[src/rtl/code_memory_pkg.sv]
// Shared types and constants for the parametrised code memory.
// default_image() supplies the power-on contents of both the BIOS and the user region.
package code_memory_pkg;

  localparam int DEF_INSTR_W    = 16;
  localparam int DEF_ADDR_W     = 6;
  localparam int DEF_BIOS_WORDS = 32;

  typedef enum logic [1:0] {
    IDLE,
    LOAD,
    DONE
  } ld_state_t;

  // Bit 32 is the multicycle flag; bits 31:0 hold the instruction payload,
  // which the caller truncates to its own INSTR_W.
  function automatic logic [32:0] default_image(input int unsigned idx,
                                                input int unsigned bios_words);
    logic [31:0] i;
    logic [32:0] w;
    i = idx;
    if (idx < bios_words) begin
      w = {i[0], 32'h0000_B000 + i};
    end else begin
      w = {i[1], 32'h0000_C000 | i};
    end
    return w;
  endfunction

endpackage

[src/rtl/code_mem_loader.sv]
// Streaming block-load engine: walks the user region from ld_base, wrapping
// past the top back to the first user word, and hands each accepted beat to the array.
module code_mem_loader
  import code_memory_pkg::*;
#(
  parameter int INSTR_W    = DEF_INSTR_W,
  parameter int ADDR_W     = DEF_ADDR_W,
  parameter int DEPTH      = 2 ** ADDR_W,
  parameter int BIOS_WORDS = DEF_BIOS_WORDS
) (
  input  logic               clock,
  input  logic               reset,
  input  logic               ld_start,
  input  logic [ADDR_W-1:0]  ld_base,
  input  logic [ADDR_W:0]    ld_count,
  input  logic               ld_valid,
  input  logic [INSTR_W:0]   ld_data,
  output logic               ld_ready,
  output logic               ld_busy,
  output logic               ld_done,
  output logic               ld_err,
  output logic               mem_we,
  output logic [ADDR_W-1:0]  mem_addr,
  output logic [INSTR_W:0]   mem_data
);

  localparam logic [ADDR_W:0]   BIOS_L    = (ADDR_W + 1)'(BIOS_WORDS);
  localparam logic [ADDR_W:0]   DEPTH_L   = (ADDR_W + 1)'(DEPTH);
  localparam logic [ADDR_W-1:0] LAST_ADDR = ADDR_W'(DEPTH - 1);
  localparam logic [ADDR_W-1:0] WRAP_ADDR = ADDR_W'(BIOS_WORDS);
  localparam logic [ADDR_W:0]   CNT_ONE   = (ADDR_W + 1)'(1);

  ld_state_t         state_reg, state_next;
  logic [ADDR_W-1:0] addr_reg, addr_next;
  logic [ADDR_W:0]   cnt_reg, cnt_next;
  logic              ld_err_reg, ld_err_next;
  logic              base_bad;

  assign base_bad = ({1'b0, ld_base} < BIOS_L) || ({1'b0, ld_base} >= DEPTH_L);

  always_ff @(posedge clock or posedge reset) begin
    if (reset) begin
      state_reg  <= IDLE;
      addr_reg   <= '0;
      cnt_reg    <= '0;
      ld_err_reg <= 1'b0;
    end else begin
      state_reg  <= state_next;
      addr_reg   <= addr_next;
      cnt_reg    <= cnt_next;
      ld_err_reg <= ld_err_next;
    end
  end

  always_comb begin
    state_next  = state_reg;
    addr_next   = addr_reg;
    cnt_next    = cnt_reg;
    ld_err_next = 1'b0;
    mem_we      = 1'b0;
    ld_ready    = 1'b0;
    ld_busy     = 1'b0;
    ld_done     = 1'b0;
    case (state_reg)
      IDLE: begin
        if (ld_start) begin
          if (base_bad) begin
            ld_err_next = 1'b1;
          end else if (ld_count == '0) begin
            state_next = DONE;
          end else begin
            addr_next  = ld_base;
            cnt_next   = ld_count;
            state_next = LOAD;
          end
        end
      end
      LOAD: begin
        ld_ready = 1'b1;
        ld_busy  = 1'b1;
        if (ld_valid) begin
          mem_we    = 1'b1;
          addr_next = (addr_reg == LAST_ADDR) ? WRAP_ADDR : addr_reg + 1'b1;
          cnt_next  = cnt_reg - 1'b1;
          if (cnt_reg == CNT_ONE) begin
            state_next = DONE;
          end
        end
      end
      DONE: begin
        ld_done    = 1'b1;
        state_next = IDLE;
      end
      default: state_next = IDLE;
    endcase
  end

  assign mem_addr = addr_reg;
  assign mem_data = ld_data;
  assign ld_err   = ld_err_reg;

endmodule

[src/rtl/code_memory_param.sv]
// Parametrised code memory: write-protected BIOS, user region fed by direct
// writes or the block loader, and a run-gated registered fetch port.
module code_memory_param
  import code_memory_pkg::*;
#(
  parameter int INSTR_W    = DEF_INSTR_W,
  parameter int ADDR_W     = DEF_ADDR_W,
  parameter int DEPTH      = 2 ** ADDR_W,
  parameter int BIOS_WORDS = DEF_BIOS_WORDS
) (
  input  logic               clock,
  input  logic               reset,
  input  logic               run,
  input  logic [ADDR_W-1:0]  rd_addr,
  output logic [INSTR_W:0]   instr,
  output logic               multicycle_flag,
  input  logic               wr_en,
  input  logic [ADDR_W-1:0]  wr_addr,
  input  logic [INSTR_W:0]   wr_data,
  output logic               wr_err,
  input  logic               ld_start,
  input  logic [ADDR_W-1:0]  ld_base,
  input  logic [ADDR_W:0]    ld_count,
  input  logic               ld_valid,
  input  logic [INSTR_W:0]   ld_data,
  output logic               ld_ready,
  output logic               ld_busy,
  output logic               ld_done,
  output logic               ld_err
);

  localparam logic [ADDR_W:0] BIOS_L  = (ADDR_W + 1)'(BIOS_WORDS);
  localparam logic [ADDR_W:0] DEPTH_L = (ADDR_W + 1)'(DEPTH);

  logic [INSTR_W:0]  mem      [DEPTH];
  logic [INSTR_W:0]  def_word [DEPTH];

  logic              ld_we;
  logic [ADDR_W-1:0] ld_waddr;
  logic [INSTR_W:0]  ld_wdata;
  logic              wr_bad, dir_we, mem_we;
  logic [ADDR_W-1:0] mem_waddr;
  logic [INSTR_W:0]  mem_wdata;
  logic              rd_in_range;
  logic [INSTR_W:0]  instr_reg;
  logic              flag_reg, wr_err_reg;

  code_mem_loader #(
    .INSTR_W    (INSTR_W),
    .ADDR_W     (ADDR_W),
    .DEPTH      (DEPTH),
    .BIOS_WORDS (BIOS_WORDS)
  ) u_loader (
    .clock    (clock),
    .reset    (reset),
    .ld_start (ld_start),
    .ld_base  (ld_base),
    .ld_count (ld_count),
    .ld_valid (ld_valid),
    .ld_data  (ld_data),
    .ld_ready (ld_ready),
    .ld_busy  (ld_busy),
    .ld_done  (ld_done),
    .ld_err   (ld_err),
    .mem_we   (ld_we),
    .mem_addr (ld_waddr),
    .mem_data (ld_wdata)
  );

  generate
    for (genvar gi = 0; gi < DEPTH; gi++) begin : g_default
      localparam logic [32:0] IMG = default_image(unsigned'(gi), unsigned'(BIOS_WORDS));
      assign def_word[gi] = {IMG[32], IMG[INSTR_W-1:0]};
    end
  endgenerate

  // A busy loader owns the array, so direct writes are refused rather than arbitrated.
  assign wr_bad    = ({1'b0, wr_addr} < BIOS_L) || ({1'b0, wr_addr} >= DEPTH_L) || ld_busy;
  assign dir_we    = run && wr_en && !wr_bad;
  assign mem_we    = ld_we || dir_we;
  assign mem_waddr = ld_we ? ld_waddr : wr_addr;
  assign mem_wdata = ld_we ? ld_wdata : wr_data;

  always_ff @(posedge clock or posedge reset) begin
    if (reset) begin
      for (int i = 0; i < DEPTH; i++) begin
        mem[i] <= def_word[i];
      end
    end else if (mem_we) begin
      mem[mem_waddr] <= mem_wdata;
    end
  end

  assign rd_in_range = ({1'b0, rd_addr} < DEPTH_L);

  // Non-blocking update of mem gives read-first behaviour on a same-address write.
  always_ff @(posedge clock or posedge reset) begin
    if (reset) begin
      instr_reg  <= '0;
      flag_reg   <= 1'b0;
      wr_err_reg <= 1'b0;
    end else begin
      wr_err_reg <= run && wr_en && wr_bad;
      if (run) begin
        if (rd_in_range) begin
          instr_reg <= mem[rd_addr];
          flag_reg  <= mem[rd_addr][INSTR_W];
        end else begin
          instr_reg <= '0;
          flag_reg  <= 1'b0;
        end
      end
    end
  end

  assign instr           = instr_reg;
  assign multicycle_flag = flag_reg;
  assign wr_err          = wr_err_reg;

endmodule

[config.mk]
export PLATFORM = sky130hd
export DESIGN_NAME = code_memory_param
export DESIGN_NICKNAME = d
export VERILOG_FILES = /design/src/rtl/code_memory_pkg.sv /design/src/rtl/code_mem_loader.sv /design/src/rtl/code_memory_param.sv
export SDC_FILE = /design/constraint.sdc
export NUM_CORES = 2
export LEC_CHECK = 0
export BUFFER_PORTS_ARGS = -buffer_cell sky130_fd_sc_hd__buf_2
export CAP_MARGIN = 30
export CORE_MARGIN = 2
export CORE_UTILIZATION = 68
export DETAILED_ROUTE_END_ITERATION = 12
export HOLD_SLACK_MARGIN = 0.05
export PLACE_DENSITY_LB_ADDON = 0.12
export REMOVE_ABC_BUFFERS = 1
export SETUP_SLACK_MARGIN = 0.02
export SYNTH_ARGS = -nofsm -noshare
export SYNTH_HDL_FRONTEND = slang
export SYNTH_SLANG_ARGS = --single-unit
export TNS_END_PERCENT = 5
[constraint.sdc]
create_clock -name clock -period 55.3 [get_ports clock]
set_input_delay 2.765 -clock clock [delete_from_list [all_inputs] [get_ports clock]]
set_output_delay 2.765 -clock clock [all_outputs]
set_load 0.02 [all_outputs]
# --- Yosys cells after proc, flatten, opt, wreduce, memory -nomap -nowiden ---
# Cells that the tools add are included.
word_totals:
  register_bits: 1123
  latch_bits: 0
  mem_bits_rw: 0
  rom_bits: 0
  inputBits: 65
  out_inout_bits: 23
  word_cells: 133
  mem_count: 0
op_classes:
  n_addsub: 2
  n_mul: 0
  div: 0
  order_cmp: 5
  n_eq_ne: 9
  n_shift: 0
  mux: 32
  bitwise_logic: 2
  n_reduce_logical: 12
ops:
  columns: ["op", "n"]
  rows:
  - ["$bwmux W1088", 1]
  - ["$bmux W17 S6", 1]
  - ["$demux W17 S6", 1]
  - ["$mux W17", 4]
  - ["$mux W6", 6]
  - ["$mux W7", 4]
  - ["$ge A7 B7 Y1 const B", 2]
  - ["$not A6 Y7", 2]
  - ["$pmux W7 S2", 1]
  - ["$lt A6 B6 Y1 const B", 2]
  - ["$pmux W6 S2", 1]
  - ["$mux W2", 5]
  - ["$ne A2 B2 Y1 const B", 4]
  - ["$eq A7 B1 Y1 const B", 1]
  - ["$logic_not A7 Y1", 1]
  - ["$lt A7 B1 Y1 const B", 1]
  - ["$mux W1", 7]
  - ["$sub A7 B1 Y7 const B", 1]
  - ["$add A6 B1 Y6 const B", 1]
  - ["$eq A6 B6 Y1 const B", 1]
  - ["$reduce_and A5 Y1", 1]
  - ["$logic_and A1 B1 Y1", 4]
  - ["$pmux W2 S2", 1]
  - ["$reduce_and A4 Y1", 1]
  - ["other kinds (7)", 8]

# --- Depth between registers and ports, before layout ---
depth:
  ltp_word: 9
  mapped_depth: 11
  depth_no_buf: 6

# --- Cells and area by module ---
# A second synthesis with hierarchy kept.
unflattened:
  hier_cells: 4516
  area_unflattened_um2: 51923.5
by_module_without_submodules:
  columns: ["module", "instances", "cells_each", "area_each_um2", "seq_area_each_um2"]
  rows:
  - ["code_memory_param", 1, 4388, 50783.7, 28157.0]
  - ["code_mem_loader", 1, 128, 1139.8, 400.4]

# --- Least setup slack after synthesis ---
# No wires, ideal clock.
synth_timing:
  path_type: "in2reg"
  start: "input port rd_addr[5]"
  end: "register instr_reg[10] (netlist: instr[10])"
  setup_ps: 131
  arrival_ps: 4970
  required_time_ps: 55169
  slack_ps: 50199
  path_stages: 7
  path_buffers: 2
  cell_sequence: "clkbuf_1 buf_1 mux4_2 a22o_1 a31oi_1 a31oi_1 or3_1"
synth_between:
  elab_chain_cells: 4
synth_lines:
  columns: ["item", "line_no", "source"]
  rows:
  - ["start, declared", "code_memory_param.sv:14", "input logic [ADDR_W-1:0] rd_addr,"]
  - ["$not A6 Y7 (not written as such)", "code_memory_param.sv:106", "instr_reg <= mem[rd_addr];"]
  - ["$bmux W17 S6", "code_memory_param.sv:106", null]
  - ["$mux W17 (not written as such) (2 in a row)", "code_memory_param.sv:106", null]
  - ["end signal, assigned", "code_memory_param.sv:106", null]
  - ["end, declared", "code_memory_param.sv:45", "logic [INSTR_W:0] instr_reg;"]
# No other way between the ends. The select of a mux whose other input is x is not followed.
# A chain may end at the register's enable or synchronous reset.

# --- Worst setup path after layout ---
layout_timing:
  start: "input port rd_addr[2]"
  end: "register instr_reg[15] (netlist: instr[15])"
# The elaborated chain is that of the path after synthesis.

==> flow_summary.json <==
{
  "final_cell_mix": "1101 x mux2_2, 738 x dfrtp_1, 384 x dfstp_2",
  "tightest_slew_ps": 1101,
  "antenna_found_initial": 17,
  "largest_reg_flops": 1088,
  "maxCapViolations": 0,
  "arrival_ps": 6900,
  "die_x_microns": 281.1,
  "critPathLaunchType": "input port",
  "htree_levels": 3,
  "via_per_inst": 6.804,
  "drive_above_1_share_pct": 58.64,
  "period_needed_ps": 6351,
  "grt_start_max_net_pins": 197,
  "drtIter0Drc": 2607,
  "synth.avg_cell_area_sq_um": 15.00,
  "slew_headroom_pct": 26.63,
  "vias": 31370,
  "whs_path_depth": 1,
  "io_pins": 88,
  "end_kind": "flip-flop",
  "syn_area_sq_um": 52200,
  "drtAntennaViolNets": 0,
  "crit_type": "in -> reg",
  "outcome": "complete, no violations",
  "io_buffers": 87,
  "seq_area_frac_synth_pct": 54.70,
  "numCtsBuffers": 113,
  "final.setup.tns_ps": 0,
  "rsz0062_at_grt": "false",
  "die_area_sq_um": 79000,
  "place_inst": 4383,
  "overflow": 0,
  "slew_viol_final": 0,
  "track_usage_pct": 35.02,
  "ff2ff_setup_slack_ps": 50690,
  "hold_path_class": "reg -> reg",
  "rows": 101,
  "finalClockSkew_ps": 20.77,
  "finalHoldViolCount": 0,
  "async_reset_ff_share_pct": 100.0,
  "synth_ff_type": "dfrtp_1",
  "synth-edff-count": 0,
  "finalNonFillerCells": 4610,
  "clock.fmax_mhz": 157.5,
  "cts_tree": "yes",
  "power_density_nw_per_um2": 49.15,
  "worstPathMaxFanout": 76,
  "die-height_microns": 281.1,
  "leakagePower_nw": 26.23,
  "finalPower_mw": 2.834,
  "clk_pin_slew_ps": 60,
  "hold_buffers": 0,
  "cts.sinks": 1122,
  "worstRegToRegCells": 6,
  "place.gp.congestion": 0.8908,
  "areaGrowthSynthToFinish_pct": 10.47,
  "grt_pass1_vias": 32980,
  "clock_path_buffers": 3,
  "coreArea_sq_um": 75950,
  "n_fill_cell": 4447,
  "post-route-util_pct": 75.93,
  "nets": 3546,
  "drc": 0,
  "ys_ff_latch": 1122,
  "postCtsSetupBuffers": 0,
  "wire_per_inst_microns": 29.51,
  "hpwlAfterDp_microns": 82760,
  "initial_core_util_pct": 68.73,
  "cts-root-buf": "clkbuf_16",
  "yosysWarnings": 0,
  "dr.pass1.iters": 7,
  "cp.required_ps": 55850,
  "insertion_delay_ps": 680,
  "routed_wirelength_microns": 136000,
  "grt_pass1_wl_microns": 205700,
  "min_period_over_period_pct": 11.48,
  "setup_viol": 0,
  "mostFrequentLayoutCell": "mux2_2",
  "ctsResizeCount": 0,
  "ys_types": 62,
  "syn_inst": 3480,
  "ir_worst_vdd_v": 0.00004874
}
## synth_stat cells, drive strengths merged, types with 6 or more instances
cell	n	area, sq um
a2111oi	17	148.9
a21oi	67	335.3
a22o	17	148.9
a22oi	139	1044
a31oi	35	219.0
buf	110	654.4
clkbuf	194	728.2
dfrtp	738	18470
dfstp	384	10090
mux2	1127	12730
mux2i	228	2331
mux4	153	3446
nand2	44	240.2
nand2b	7	51.30
nand3	28	155.2
nand4	8	102.6
nor2	53	276.5
nor2b	6	37.54
nor3	12	95.09
nor4	9	176.4
o21ai	11	55.05
o22ai	35	219.0
or3	18	112.6
## worst paths after layout
path                                  startpoint         to
setup / recovery                      rd_addr[2]  instr[15]
hold / removal                          mem[467]   mem[467]
setup reg to reg           u_loader.state_reg[0]   mem[770]
hold reg to reg                         mem[467]   mem[467]
max in group asynchronous                  reset   mem[954]
min in group asynchronous                  reset   mem[837]
## area by class of cell
type | instances | area [sq um] | area share [%]
clock inverter | 34 | 369.1 | 0.6400
multi-input combinational | 2047 | 22260 | 38.59
sequential | 1122 | 28560 | 49.52
tap | 1030 | 1289 | 2.235
antenna | 2 | 5.005 | 0.008678
clock buffer | 181 | 3460 | 5.999
timing repair buffer | 187 | 1699 | 2.946
inverter | 7 | 33.78 | 0.05858
## kinds of logic (layout without fill, tap and decap cells)
| logic type | Yosys count | after routing | synth area share, % |
|---|---|---|---|
| muxes | 1508 | 1508 | 35.46 |
| buffers and inverters | 311 | 409 | 2.699 |
| other | 0 | 2 | 0 |
| adders and majority gates | 3 | 3 | 0.07191 |
| AOI/OAI and AO/OA | 333 | 333 | 4.362 |
| DFF | 1122 | 1122 | 54.70 |
| and+or+nand+nor | 203 | 203 | 2.706 |
## report_power, final
group          internal (mW)  switching (mW)  leakage [nW]  total, mW
clock network          0.460           0.319          1.88      0.779
registers               1.19           0.166          14.0       1.36
logic                  0.368           0.326          10.4      0.694
## worst max-delay path, stage by stage
cell	delay [ps]
buf_8	500
buf_4	700
buf_4	770
mux2i_1	260
o22ai_1	90
a2111oi_0	780
a31oi_1	380
or3_1	450
## routing by layer
layer | track usage (%) | up-vias | share of wire (%)
li1 | - | 13010 | -
met1 | 48.24 | 16790 | 41
met2 | 54.02 | 1211 | 46
met3 | 7.390 | 342 | 7.8
met4 | 16.19 | 14 | 5.0
met5 | 0 | - | 0.068
## stage by stage
step	hold slack (ps)	setup slack (ps)	instance area, sq um
detailed placement	478.6	48320	53580
global route	508.7	48890	57670
global placement	466.5	48190	53070
finish	495.1	48950	57670
floorplan	457.4	21580	50820
CTS	492.8	48990	57410
Power figures use the tool's default switching activity.
